--- config.mk ---
export PLATFORM = sky130hd
export DESIGN_NAME = ram_2x8_arbiter_flat
export DESIGN_NICKNAME = d
export VERILOG_FILES = /design/src/rtl/ram_arb_pkg.sv /design/src/rtl/ram_2x8_arbiter_if.sv /design/src/rtl/rr_arb2.sv /design/src/rtl/ram_2x8_arbiter.sv /design/src/flat_wrapper.sv
export SDC_FILE = /design/constraint.sdc
export NUM_CORES = 1
export LEC_CHECK = 0
export ABC_CLOCK_PERIOD_IN_PS = 2200
export CAP_MARGIN = 20
export CORE_MARGIN = 5
export CORE_UTILIZATION = 39
export CTS_CLUSTER_DIAMETER = 200
export DETAILED_ROUTE_END_ITERATION = 8
export PLACE_DENSITY = 0.76
export SLEW_MARGIN = 20
export SYNTH_ARGS = -nofsm -noshare
export SYNTH_HDL_FRONTEND = slang
export SYNTH_HIERARCHICAL = 1
export SYNTH_SLANG_ARGS = --single-unit
--- constraint.sdc ---
create_clock -name CLK_ -period 2.2 [get_ports CLK_]
set_clock_uncertainty 0.05 [all_clocks]
set_input_delay 0.44 -clock CLK_ [delete_from_list [all_inputs] [get_ports CLK_]]
set_output_delay 0.44 -clock CLK_ [all_outputs]
set_load 0.03 [all_outputs]
--- src/rtl/ram_arb_pkg.sv ---
// Shared types and constants for the two-requester RAM arbiter.
// Build option RAM_ARB_FIXED_PRIO_EN (see rr_arb2) is not referenced here.
package ram_arb_pkg;

  localparam int unsigned DW_DEF = 8;
  localparam int unsigned AW_DEF = 1;

  // Requester encoding; also the encoding of the LAST pointer.
  localparam logic REQ_IDX_A = 1'b0;
  localparam logic REQ_IDX_B = 1'b1;

  typedef enum logic [1:0] {
    IDLE,
    ACCESS,
    RESP
  } state_e;

endpackage

--- src/rtl/ram_2x8_arbiter_if.sv ---
// Client-side bus of the RAM arbiter: both request channels, acks, read data, busy.
// The build option RAM_ARB_FIXED_PRIO_EN does not change this interface.
interface ram_2x8_arbiter_if
  import ram_arb_pkg::*;
#(
  parameter int unsigned DW = DW_DEF,
  parameter int unsigned AW = AW_DEF
);

  logic          REQ_A;
  logic          REQ_B;
  logic          WE_A;
  logic          WE_B;
  logic [AW-1:0] ADDR_A;
  logic [AW-1:0] ADDR_B;
  logic [DW-1:0] WDATA_A;
  logic [DW-1:0] WDATA_B;
  logic          ACK_A;
  logic          ACK_B;
  logic [DW-1:0] RDATA;
  logic          BUSY;

  // Client side drives requests.
  modport master (
    output REQ_A, REQ_B, WE_A, WE_B, ADDR_A, ADDR_B, WDATA_A, WDATA_B,
    input  ACK_A, ACK_B, RDATA, BUSY
  );

  // Arbiter side answers them.
  modport slave (
    input  REQ_A, REQ_B, WE_A, WE_B, ADDR_A, ADDR_B, WDATA_A, WDATA_B,
    output ACK_A, ACK_B, RDATA, BUSY
  );

endinterface

--- src/rtl/rr_arb2.sv ---
// Combinational two-way grant.
// Default: round-robin on a one-bit LAST pointer (tie goes to the requester != LAST).
// RAM_ARB_FIXED_PRIO_EN defined: A always beats B and no LAST input exists.
module rr_arb2
  import ram_arb_pkg::*;
(
  input  logic req_a_i,
  input  logic req_b_i,
`ifndef RAM_ARB_FIXED_PRIO_EN
  input  logic last_i,
`endif
  output logic gnt_valid_o,
  output logic gnt_idx_o
);

  // Pick a winner whenever at least one request is present.
  always_comb begin
    gnt_valid_o = req_a_i | req_b_i;
    gnt_idx_o   = REQ_IDX_A;
`ifdef RAM_ARB_FIXED_PRIO_EN
    if (!req_a_i && req_b_i) begin
      gnt_idx_o = REQ_IDX_B;
    end
`else
    if (req_a_i && req_b_i) begin
      gnt_idx_o = (last_i == REQ_IDX_A) ? REQ_IDX_B : REQ_IDX_A;
    end else if (req_b_i) begin
      gnt_idx_o = REQ_IDX_B;
    end
`endif
  end

endmodule

--- src/rtl/ram_2x8_arbiter.sv ---
// Two-requester access controller for RAM_2x8: IDLE -> ACCESS -> RESP per transaction.
// All RAM pins and ACKs come straight from flops.
// RAM_ARB_FIXED_PRIO_EN defined: fixed A-over-B priority, no LAST register.
module ram_2x8_arbiter
  import ram_arb_pkg::*;
#(
  parameter int unsigned DW = DW_DEF,
  parameter int unsigned AW = AW_DEF
) (
  input  logic                   CLK_,
  input  logic                   CLR_,
  ram_2x8_arbiter_if.slave       bus,
  output logic                   RAM_R_W_,
  output logic [AW-1:0]          RAM_ADDR_,
  output logic [DW-1:0]          RAM_DATA_IN,
  input  logic [DW-1:0]          RAM_DATA_OUT
);

  state_e        state_q, state_d;
  logic          idx_q, idx_d;
  logic          we_q, we_d;
  logic [AW-1:0] addr_q, addr_d;
  logic [DW-1:0] wdata_q, wdata_d;
  logic [DW-1:0] rdata_q, rdata_d;
  logic          rw_q, rw_d;
  logic          ack_a_q, ack_a_d;
  logic          ack_b_q, ack_b_d;
  logic          gnt_valid, gnt_idx;
`ifndef RAM_ARB_FIXED_PRIO_EN
  logic          last_q, last_d;
`endif

  rr_arb2 u_arb (
    .req_a_i     (bus.REQ_A),
    .req_b_i     (bus.REQ_B),
`ifndef RAM_ARB_FIXED_PRIO_EN
    .last_i      (last_q),
`endif
    .gnt_valid_o (gnt_valid),
    .gnt_idx_o   (gnt_idx)
  );

  // Next-state, field latching and registered-output decode.
  always_comb begin
    state_d = state_q;
    idx_d   = idx_q;
    we_d    = we_q;
    addr_d  = addr_q;
    wdata_d = wdata_q;
    rdata_d = rdata_q;
    rw_d    = 1'b0;
    ack_a_d = 1'b0;
    ack_b_d = 1'b0;
`ifndef RAM_ARB_FIXED_PRIO_EN
    last_d  = last_q;
`endif
    unique case (state_q)
      IDLE: begin
        if (gnt_valid) begin
          idx_d = gnt_idx;
`ifndef RAM_ARB_FIXED_PRIO_EN
          last_d = gnt_idx;
`endif
          if (gnt_idx == REQ_IDX_A) begin
            we_d    = bus.WE_A;
            addr_d  = bus.ADDR_A;
            wdata_d = bus.WDATA_A;
          end else begin
            we_d    = bus.WE_B;
            addr_d  = bus.ADDR_B;
            wdata_d = bus.WDATA_B;
          end
          // R_W_ is valid for exactly the ACCESS cycle.
          rw_d    = we_d;
          state_d = ACCESS;
        end
      end
      ACCESS: begin
        if (!we_q) begin
          rdata_d = RAM_DATA_OUT;
        end
        ack_a_d = (idx_q == REQ_IDX_A);
        ack_b_d = (idx_q == REQ_IDX_B);
        state_d = RESP;
      end
      RESP: begin
        state_d = IDLE;
      end
      default: begin
        state_d = IDLE;
      end
    endcase
  end

  // State and output registers; reset aborts any in-flight access.
  always_ff @(posedge CLK_ or posedge CLR_) begin
    if (CLR_) begin
      state_q <= IDLE;
      idx_q   <= REQ_IDX_A;
      we_q    <= 1'b0;
      addr_q  <= '0;
      wdata_q <= '0;
      rdata_q <= '0;
      rw_q    <= 1'b0;
      ack_a_q <= 1'b0;
      ack_b_q <= 1'b0;
`ifndef RAM_ARB_FIXED_PRIO_EN
      last_q  <= REQ_IDX_B;
`endif
    end else begin
      state_q <= state_d;
      idx_q   <= idx_d;
      we_q    <= we_d;
      addr_q  <= addr_d;
      wdata_q <= wdata_d;
      rdata_q <= rdata_d;
      rw_q    <= rw_d;
      ack_a_q <= ack_a_d;
      ack_b_q <= ack_b_d;
`ifndef RAM_ARB_FIXED_PRIO_EN
      last_q  <= last_d;
`endif
    end
  end

  assign RAM_R_W_    = rw_q;
  assign RAM_ADDR_   = addr_q;
  assign RAM_DATA_IN = wdata_q;
  assign bus.ACK_A   = ack_a_q;
  assign bus.ACK_B   = ack_b_q;
  assign bus.RDATA   = rdata_q;
  assign bus.BUSY    = (state_q != IDLE);

endmodule

--- src/flat_wrapper.sv ---
// flat-port wrapper written by rule: the top's interface ports become plain ports
module ram_2x8_arbiter_flat import ram_arb_pkg::*;
#(
  parameter int unsigned DW = DW_DEF,
  parameter int unsigned AW = AW_DEF
)
  (CLK_, CLR_, RAM_R_W_, RAM_ADDR_, RAM_DATA_IN, RAM_DATA_OUT, bus_REQ_A, bus_REQ_B, bus_WE_A, bus_WE_B, bus_ADDR_A, bus_ADDR_B, bus_WDATA_A, bus_WDATA_B, bus_ACK_A, bus_ACK_B, bus_RDATA, bus_BUSY);
  ram_2x8_arbiter_if #(.DW(DW), .AW(AW)) bus_i ();
  input  logic CLK_;
  input  logic CLR_;
  output logic RAM_R_W_;
  output logic [AW-1:0] RAM_ADDR_;
  output logic [DW-1:0] RAM_DATA_IN;
  input  logic [DW-1:0] RAM_DATA_OUT;
  input wire logic [$bits(bus_i.REQ_A)-1:0] bus_REQ_A;
  input wire logic [$bits(bus_i.REQ_B)-1:0] bus_REQ_B;
  input wire logic [$bits(bus_i.WE_A)-1:0] bus_WE_A;
  input wire logic [$bits(bus_i.WE_B)-1:0] bus_WE_B;
  input wire logic [$bits(bus_i.ADDR_A)-1:0] bus_ADDR_A;
  input wire logic [$bits(bus_i.ADDR_B)-1:0] bus_ADDR_B;
  input wire logic [$bits(bus_i.WDATA_A)-1:0] bus_WDATA_A;
  input wire logic [$bits(bus_i.WDATA_B)-1:0] bus_WDATA_B;
  output wire logic [$bits(bus_i.ACK_A)-1:0] bus_ACK_A;
  output wire logic [$bits(bus_i.ACK_B)-1:0] bus_ACK_B;
  output wire logic [$bits(bus_i.RDATA)-1:0] bus_RDATA;
  output wire logic [$bits(bus_i.BUSY)-1:0] bus_BUSY;
  assign bus_i.REQ_A = bus_REQ_A;
  assign bus_i.REQ_B = bus_REQ_B;
  assign bus_i.WE_A = bus_WE_A;
  assign bus_i.WE_B = bus_WE_B;
  assign bus_i.ADDR_A = bus_ADDR_A;
  assign bus_i.ADDR_B = bus_ADDR_B;
  assign bus_i.WDATA_A = bus_WDATA_A;
  assign bus_i.WDATA_B = bus_WDATA_B;
  assign bus_ACK_A = bus_i.ACK_A;
  assign bus_ACK_B = bus_i.ACK_B;
  assign bus_RDATA = bus_i.RDATA;
  assign bus_BUSY = bus_i.BUSY;
  ram_2x8_arbiter #(.DW(DW), .AW(AW)) u_core (.CLK_(CLK_), .CLR_(CLR_), .bus(bus_i), .RAM_R_W_(RAM_R_W_), .RAM_ADDR_(RAM_ADDR_), .RAM_DATA_IN(RAM_DATA_IN), .RAM_DATA_OUT(RAM_DATA_OUT));
endmodule
==> results.cfg <==
[critical_path]
crit_chain = or2_2, dlygate4sd2_1
ff2ff_path_depth = 4
timing.rr.end = u_core/RAM_ADDR_
cp-start-kind = flip-flop
arrival_ns = 1.45
critical_path.slowest_cell = dfrtp_1
cp.required_ns = 1.71
worstSetupEndpointType = primary output
r2r-start = u_core/last_q
r2r_slack_ns = 0.68
crit_type = flip-flop to primary output
critPathLaunch = u_core/state_q[1]
max_stage_delay_ns = 0.47
path_max_fanout = 4

[synthesis]
yosysSeqAreaShare = 0.587
ys_warn_count = 6
syn-cell-area_sq_um = 1070
syn_nets = 100
netlist_top_cells_area = dfrtp_1 (56%), mux2_2 (30%), nor3b_4 (3.5%), dfstp_2 (2.5%), mux2i_1 (1.9%)
yosysTopAreaCell = dfrtp_1
synthArstFlopShare = 1.00
synth_edf_count = 0
synth.most_common_cell = mux2_2
synthCells = 68
synth_area_per_cell_sq_um = 15.7
synth_commonest_cells = mux2_2 (28), dfrtp_1 (24), nor2b_1 (3)
yosysUniqueCellTypes = 13
synth_top_flop_cell = dfrtp_1
ys_ff_latch = 25
synth_top_area_frac = 0.562

[timing]
max_freq_mhz = 515
hold_violations = 0
final.period_utilization = 0.882
final-setup-viol-count = 0
slew_headroom = 0.637
setup_tns_ns = 0
min_period_ns = 1.94
slew_violations = 0
hold_ws_ns = 0.398
worst_slew_pin_slew_ns = 0.544
rsz0062_at_grt = no

[placement]
gp_congestion = 0.736
dp_hpwl_um = 1930
placed_cell_area_sq_um = 1660
io_buffer_count = 52

[layout]
area_growth_pct = 57.5
antenna_cells = 0
drive_gt1_frac = 0.328
fin_nets = 161
fill_cells = 223
fin_area_sq_um = 1680
finish.utilization = 0.626

[clock_network]
cts_resized = 1
clkTransAtPathRegs_ns = 0.13
clock_latency_ns = 0.30
postCtsSetupBuffers = 0
htree_num_levels = 1
cts_tree = yes
cts_sinks = 25
cts_root_buf = clkbuf_4
cts_hold_buf = 0
cts.path.max_buffers = 2
cts_buffers = 3

[detailed_routing]
vias = 744
dr.pass1.iters = 2
drc_errors = 0
wirelength_um = 2340
via_per_inst = 4.68
drt_iter0_drc = 3
wire_per_inst_um = 14.7
antenna_left = 0

[run]
max_cap_viol_count = 0

[floorplanning]
initial_core_util = 0.398
chipHeight_um = 62.3
dieArea_sq_um = 3890
die_w_um = 62.3
rows = 19
coreArea_sq_um = 2690
ios = 53

[pwr]
ir_worst_vdd_mv = 0.969
power_mw = 2.34
power_density_nw_per_um2 = 1390
p_leak_nw = 0.707

[worst_hold_path]
worstHoldPathType = flip-flop to flip-flop
hold_end = u_core/bus.ACK_A
hold_depth = 1
min_from = u_core/idx_q

[grt]
antenna_found_initial = 0
grt_use_total = 0.127
overflow = 0
grt_pass1_wl_um = 4040
grt_max_degree = 15
grt_pass1_vias = 887

[status]
status = complete, no violations
==> power breakdown <==
group          switching, mW  total [mW]  internal (mW)
clock network          0.127       0.195         0.0677
logic                  0.651        1.32          0.669
registers              0.131       0.822          0.691
total                  0.909        2.34           1.43
==> worst max-delay path by stage <==
stage	end	slack, ns	cells after the start
2_1_floorplan	u_core/RAM_DATA_IN[0]	0.54	4
3_3_place_gp	u_core/RAM_ADDR_	0.15	5
3_5_place_dp	u_core/RAM_ADDR_	0.10	5
4_1_cts	bus_BUSY	0.23	2
5_1_grt	bus_BUSY	0.17	2
6_report	bus_BUSY	0.26	2
==> routing by layer <==
| metal | GRT usage | part of all wire |
|---|---|---|
| met5 | 0 | 0 |
| met4 | 0.0477 | 0.0073 |
| met3 | 0.0577 | 0.13 |
| met2 | 0.214 | 0.46 |
| met1 | 0.138 | 0.40 |
==> placed cells by master, fill, tap and decap left out, drive strengths merged <==
master and instances:
mux2i 2, and2 1, mux2 28, dlygate4sd2 1
a21boi 1, nor3b 2, dfstp 1, clkbuf 3
clkinv 1, clkdlybuf4s50 51, buf 6, dfrtp 24
or2 2, inv 2, nor2b 3
==> cells by family (layout without fill, tap and decap cells) <==
kind of cell / after synthesis / in the layout / share of synthesized area
AOI/OAI and AO/OA: 1 / 1 / 0.00703
buffers and inverters: 4 / 64 / 0.0222
and+or+nand+nor: 8 / 8 / 0.0703
muxes: 30 / 30 / 0.314
DFF: 25 / 25 / 0.587
==> sequential cells by signal, indices dropped and copies added, names as in the netlist <==
register	count
u_core/RAM_ADDR_	1
u_core/last_q	1
u_core/bus.ACK_B	1
u_core/we_q	1
u_core/idx_q	1
u_core/bus.ACK_A	1
u_core/bus.RDATA	8
u_core/RAM_R_W_	1
u_core/state_q	2
u_core/RAM_DATA_IN	8
==> worst max-delay path: cells and delay by family, from the launching register on <==
family / cells / cell delay [ns]
flip-flops: 1 / 0.47
buffers and inverters: 1 / 0.36
AND/OR/NAND/NOR: 1 / 0.32
==> area by class of cell <==
cell class / count / area [sq um] / share of cell area
clock buffer: 3 / 22.5 / 0.0134
clock inverter: 1 / 5.00 / 0.00297
inverter: 2 / 7.51 / 0.00446
multi-input combinational: 39 / 418 / 0.248
sequential: 25 / 627 / 0.372
tap: 31 / 38.8 / 0.0230
timing repair buffer: 58 / 564 / 0.335
==> stage by stage <==
step | setup slack (ns) | instances
floorplan | 0.542 | 68
global placement | 0.149 | 155
detailed placement | 0.104 | 155
CTS | 0.230 | 159
global route | 0.171 | 159
finish | 0.259 | 159
No activity file was read; power rests on OpenSTA's default activity.
